==> src/rtl/seq_mult_pkg.sv <==
// Shared types and constants for the iterative shift-add multiplier.
package seq_mult_pkg;

  typedef enum logic [1:0] {
    ST_IDLE = 2'd0,
    ST_RUN  = 2'd1,
    ST_FIX  = 2'd2
  } state_e;

  localparam int SEQ_MULT_WIDTH = 32;
  localparam int SEQ_MULT_CNT_W = $clog2(SEQ_MULT_WIDTH);

  // Step counter width for an arbitrary operand width (power of two).
  function automatic int cnt_width(input int width);
    return $clog2(width);
  endfunction

endpackage

==> src/rtl/seq_mult.sv <==
// Iterative shift-add WIDTHxWIDTH multiplier: busy for WIDTH+1 cycles (data-dependent when
// SEQ_MULT_EARLY_OUT_EN is defined); start is ignored while busy, hi/lo hold until the next FIX edge.
module seq_mult
  import seq_mult_pkg::*;
#(
  parameter int WIDTH = SEQ_MULT_WIDTH
) (
  input  logic             clk,
  input  logic             reset,
  input  logic             start,
  input  logic             is_signed,
  input  logic [WIDTH-1:0] a,
  input  logic [WIDTH-1:0] b,
  output logic             busy,
  output logic             done,
  output logic [WIDTH-1:0] hi,
  output logic [WIDTH-1:0] lo
);

  localparam int CW = cnt_width(WIDTH);
  localparam logic [CW-1:0] CNT_LAST = CW'(WIDTH - 1);
  localparam logic [CW-1:0] CNT_ONE  = CW'(1);

  state_e               state_q, state_d;
  logic [2*WIDTH-1:0]   mcand_q, mcand_d;
  logic [WIDTH-1:0]     mplier_q, mplier_d;
  logic [2*WIDTH-1:0]   acc_q, acc_d;
  logic [CW-1:0]        cnt_q, cnt_d;
  logic                 neg_q, neg_d;
  logic [WIDTH-1:0]     hi_q, hi_d;
  logic [WIDTH-1:0]     lo_q, lo_d;
  logic                 done_q, done_d;

  logic [WIDTH-1:0]     mag_a;
  logic [WIDTH-1:0]     mag_b;
  logic [WIDTH-1:0]     mplier_shift;
  logic [2*WIDTH-1:0]   acc_sum;
  logic [2*WIDTH-1:0]   acc_neg;
  logic                 run_last;

  // |-2^(WIDTH-1)| wraps to itself, which is the correct unsigned magnitude.
  assign mag_a        = (is_signed && a[WIDTH-1]) ? -a : a;
  assign mag_b        = (is_signed && b[WIDTH-1]) ? -b : b;
  assign mplier_shift = mplier_q >> 1;
  assign acc_sum      = acc_q + mcand_q;
  assign acc_neg      = -acc_q;

`ifdef SEQ_MULT_EARLY_OUT_EN
  assign run_last = (cnt_q == CNT_LAST) || (mplier_shift == '0);
`else
  assign run_last = (cnt_q == CNT_LAST);
`endif

  always_comb begin
    state_d  = state_q;
    mcand_d  = mcand_q;
    mplier_d = mplier_q;
    acc_d    = acc_q;
    cnt_d    = cnt_q;
    neg_d    = neg_q;
    hi_d     = hi_q;
    lo_d     = lo_q;
    done_d   = 1'b0;

    case (state_q)
      ST_IDLE: begin
        if (start) begin
          mcand_d  = {{WIDTH{1'b0}}, mag_a};
          mplier_d = mag_b;
          neg_d    = is_signed & (a[WIDTH-1] ^ b[WIDTH-1]);
          acc_d    = '0;
          cnt_d    = '0;
          state_d  = ST_RUN;
        end
      end
      ST_RUN: begin
        if (mplier_q[0]) begin
          acc_d = acc_sum;
        end
        mcand_d  = mcand_q << 1;
        mplier_d = mplier_shift;
        cnt_d    = cnt_q + CNT_ONE;
        if (run_last) begin
          state_d = ST_FIX;
        end
      end
      ST_FIX: begin
        {hi_d, lo_d} = neg_q ? acc_neg : acc_q;
        done_d       = 1'b1;
        state_d      = ST_IDLE;
      end
      default: begin
        state_d = ST_IDLE;
      end
    endcase
  end

  always_ff @(posedge clk) begin
    if (reset) begin
      state_q  <= ST_IDLE;
      mcand_q  <= '0;
      mplier_q <= '0;
      acc_q    <= '0;
      cnt_q    <= '0;
      neg_q    <= 1'b0;
      hi_q     <= '0;
      lo_q     <= '0;
      done_q   <= 1'b0;
    end else begin
      state_q  <= state_d;
      mcand_q  <= mcand_d;
      mplier_q <= mplier_d;
      acc_q    <= acc_d;
      cnt_q    <= cnt_d;
      neg_q    <= neg_d;
      hi_q     <= hi_d;
      lo_q     <= lo_d;
      done_q   <= done_d;
    end
  end

  assign busy = (state_q != ST_IDLE);
  assign done = done_q;
  assign hi   = hi_q;
  assign lo   = lo_q;

endmodule

==> config.mk <==
export PLATFORM = sky130hd
export DESIGN_NAME = seq_mult
export DESIGN_NICKNAME = d
export VERILOG_FILES = /design/src/rtl/seq_mult_pkg.sv /design/src/rtl/seq_mult.sv
export SDC_FILE = /design/constraint.sdc
export NUM_CORES = 1
export LEC_CHECK = 0
export CORE_UTILIZATION = 32
export DETAILED_ROUTE_END_ITERATION = 10
export SYNTH_ARGS = -nofsm -noshare
export SYNTH_HDL_FRONTEND = slang
export SYNTH_SLANG_ARGS = --single-unit
==> constraint.sdc <==
create_clock -name clk -period 3.14 [get_ports clk]
set_input_delay 0.628 -clock clk [delete_from_list [all_inputs] [get_ports clk]]
set_output_delay 0.628 -clock clk [all_outputs]
set_load 0.01 [all_outputs]
==> results.toml <==
[status]
outcome = "finished with violations"
violations = "negative setup slack"

[yosys]
synth_edf_count = 0
ys_seq_area_share_pct = 32.1
synth_top_family_by_area = "compound AO/OA/AOI/OAI gates"
synth-compound-area-share_pct = 27.6
synth-xor-area-share_pct = 10.2
muxShareOfSynthArea_pct = 0.275
yosys.area_share.adder_pct = 5.99
yosysWarnings = 0
syn-cell-area_um2 = 14500
ys_seq_elements = 233
synth.avg_cell_area_um2 = 7.66
synthArstFlopShare_pct = 0
synth.distinct_cells = 61
synthCells = 1898
synth-simple-area-share_pct = 20.0
syn_nets = 2035
synth_ff_type = "dfxtp_1"

[job]
cap_viol_max_count = 0

[sta]
finalWorstSetupSlack_ps = -4.75
maxSlewViolCount = 0
finClkSkew_ps = 15.1
tightestPinTransition_ps = 811
setup_viol_count_final = 1
min_period_ps = 3140
maxSlewHeadroom_pct = 45.9
fmax_ghz = 0.318
finalHoldViolCount = 0
rsz0062_at_grt = "true"
fin_crit_sh_pct = 100

[setup_path]
crit_path_frequent_cell = "or3_4"
cp_max_fo = 4
cp_slowest_stage_delay_ps = 420
cp_data_required_time_ps = 3560
cp-start-kind = "register"
slowest_stage = "or4_4"
critPathTopFamily = "simple AND/OR/NAND/NOR gates"
r2r_end = "hi[24]"
cp-end-kind = "register"
reg2reg_setup_slack_ps = -5
path_buf_inv = 1
critical_path_arrival_ps = 3560
rr_startpoint = "acc_q[30]"
crit_chain = "buf_6, or4_4, or3_4, or3_4, or3_4, or2_4, nor3_4, nand2_4, o41ai_4, xor2_1, a211oi_1"
reg2regPathDepth = 11
worstSetupPathType = "reg -> reg"

[finish]
antennaDiodeCount = 0
most-common-layout-cells = "299 x buf_4, 258 x nand2_1, 227 x a21oi_1, 220 x dfxtp_1, 165 x nor2_1"
area_delta_synth_final_pct = 36.9
drive_gt1_share_pct = 19.5
layout.cells.non_filler = 2859
fin_nets = 2384
mostFrequentLayoutCell = "buf_4"
multi_input_area_um2 = 9720
stdcell_area_um2 = 19900
nFillCells = 4478
seq_area_um2 = 4690

[place]
dp_hpwl_mm = 36.3
port_buffers = 133
placedCellCount = 2802
detailed_place.area_um2 = 18500
routabilityCongestion = 0.915

[routing]
antenna_left = 0
avgRoutedWirePerCell_um = 16.5
drt_iter0_markers = 987
drt_wl_total_mm = 47.1
drc = 0
vias = 15000
detail_route.first_pass.iterations = 5
vias_per_cell = 5.24

[grt]
antenna_found_initial = 0
overflow = 0
grt_max_degree = 70
grt_usage_pct = 19.8
grt_pass1_vias = 14400
grt_first_pass_wirelength_mm = 75.7

[clocking]
path_clk_slew_ps = 60
cts_htree_levels = 1
clk_root_buffer_cell = "clkbuf_16"
cts_tree = "built"
clk_latency_ps = 560
clock_sinks = 233
clk_path_buf_depth = 3
cts-buffers-inserted = 28

[worst_hold_path]
min_path_type = "reg -> reg"
hold_end = "hi[11]"
hp-start = "hi[11]"
hold_depth = 2

[die]
initial_core_util_pct = 32.7
core-area_um2 = 44500
die_h_um = 215
die_x_um = 215
row_count = 77
ios = 134
design.die.area_um2 = 46300

[power]
cellLeakagePower_nw = 8.11
ir_drop_uv = 364
power.density_nw_per_um2 = 379
synthesized netlist by cell type, types with 3 or more instances:
master	number	area share (%)
clkbuf_1	105	2.7
nand2_1	259	6.7
or4_1	17	0.88
a22oi_1	88	4.5
nand3_1	53	1.8
buf_1	12	0.31
and3_1	10	0.43
a32o_1	3	0.21
dfxtp_1	233	32
or2_2	6	0.26
o21bai_1	19	0.98
nor2_1	169	4.4
and2_1	8	0.34
o21a_1	13	0.67
o31ai_1	34	1.8
nor3_1	29	1.0
o21ai_0	96	3.3
a21boi_0	4	0.21
or3_4	3	0.23
a211oi_1	58	3.0
nand4_1	23	0.99
nor3b_1	5	0.26
a21oi_1	233	8.0
o41ai_1	18	1.1
a31oi_1	9	0.39
a21o_1	27	1.4
or3_1	13	0.56
o31a_1	4	0.24
ha_1	68	5.9
nand2b_1	8	0.34
nor4_1	16	0.69
xnor2_1	74	4.5
inv_1	31	0.80
nand3b_1	3	0.15
nor2b_1	9	0.39
a221oi_1	6	0.36
mux2i_1	4	0.28
xor2_1	96	5.8
metal layers:
metal  global-route usage, %  up-vias  share of wire (%)
li1                        -     7580                  -
met1                    28.3     6945                 49
met2                    31.2      379                 44
met3                    2.43       66                5.7
met4                    5.41        0                2.1
met5                       0        -                  0
report_power, final:
| part | internal, mW | leakage [nW] | total (mW) | switching (mW) |
|---|---|---|---|---|
| Sequential | 3.03 | 1.89 | 3.09 | 0.0625 |
| Clock | 2.13 | 0.486 | 3.48 | 1.35 |
| Combinational | 0.428 | 5.73 | 0.970 | 0.541 |
timing repair:
action | 4_1_cts | 5_1_grt
resized for setup | 27 | 58
cloned | 0 | 0
hold buffers | 0 | 0
pin swaps | 6 | 23
endpoints found under the setup margin | 16 | 32
setup buffers | 0 | 7
worst min-delay path: cells and delay by family (launching register included):
family	cells	cell delay (ps)
AO/OA/AOI/OAI	1	50
AND/OR/NAND/NOR	1	50
flip-flops	1	310
sequential cells by signal, indices dropped and copies added, names as in the netlist:
register,count
acc_q,64
cnt_q,5
done,1
hi,32
lo,32
mcand_q,64
mplier_q,32
neg_q,1
state_q,2
how the worst max path moves through the flow:
stage                    from           to  slack [ps]  depth (start not counted)
finish              acc_q[30]       hi[24]          -5                         11
global route        acc_q[30]       hi[24]         -90                         11
CTS                 acc_q[27]       hi[24]         0.8                         10
detailed placement       a[7]  mcand_q[28]        -330                         12
global placement         a[0]  mcand_q[28]        -320                         13
floorplan            acc_q[4]       hi[24]           3                         10
cell type report:
type / count / area share [%]
Inverter: 31 / 0.585
Tap cell: 592 / 3.72
Timing Repair Buffer: 436 / 18.3
Clock buffer: 36 / 4.03
Multi-Input combinational cell: 1517 / 48.8
Clock inverter: 14 / 0.975
Sequential cell: 233 / 23.5
stage by stage:
step | setup TNS, ps | setup WS, ps | utilization, % | hold slack [ps] | total power [mW]
final | -4.75 | -4.75 | 44.7 | 451 | 7.54
after global routing | -331 | -94.0 | 44.7 | 475 | 7.83
after CTS | 0 | 0.843 | 44.0 | 454 | 7.60
after detailed placement | -2200 | -327 | 41.5 | 444 | 4.10
after global placement | -1770 | -321 | 41.5 | 441 | 4.09
after floorplan | 0 | 2.95 | - | 432 | 3.67
logic make-up after synthesis:
logic type	after synthesis
simple gates	640
buf+inv	148
xor+xnor	170
compound gates	634
mux	4
fa+ha+maj	69
flops	233
(Power assumes the default switching activity.)
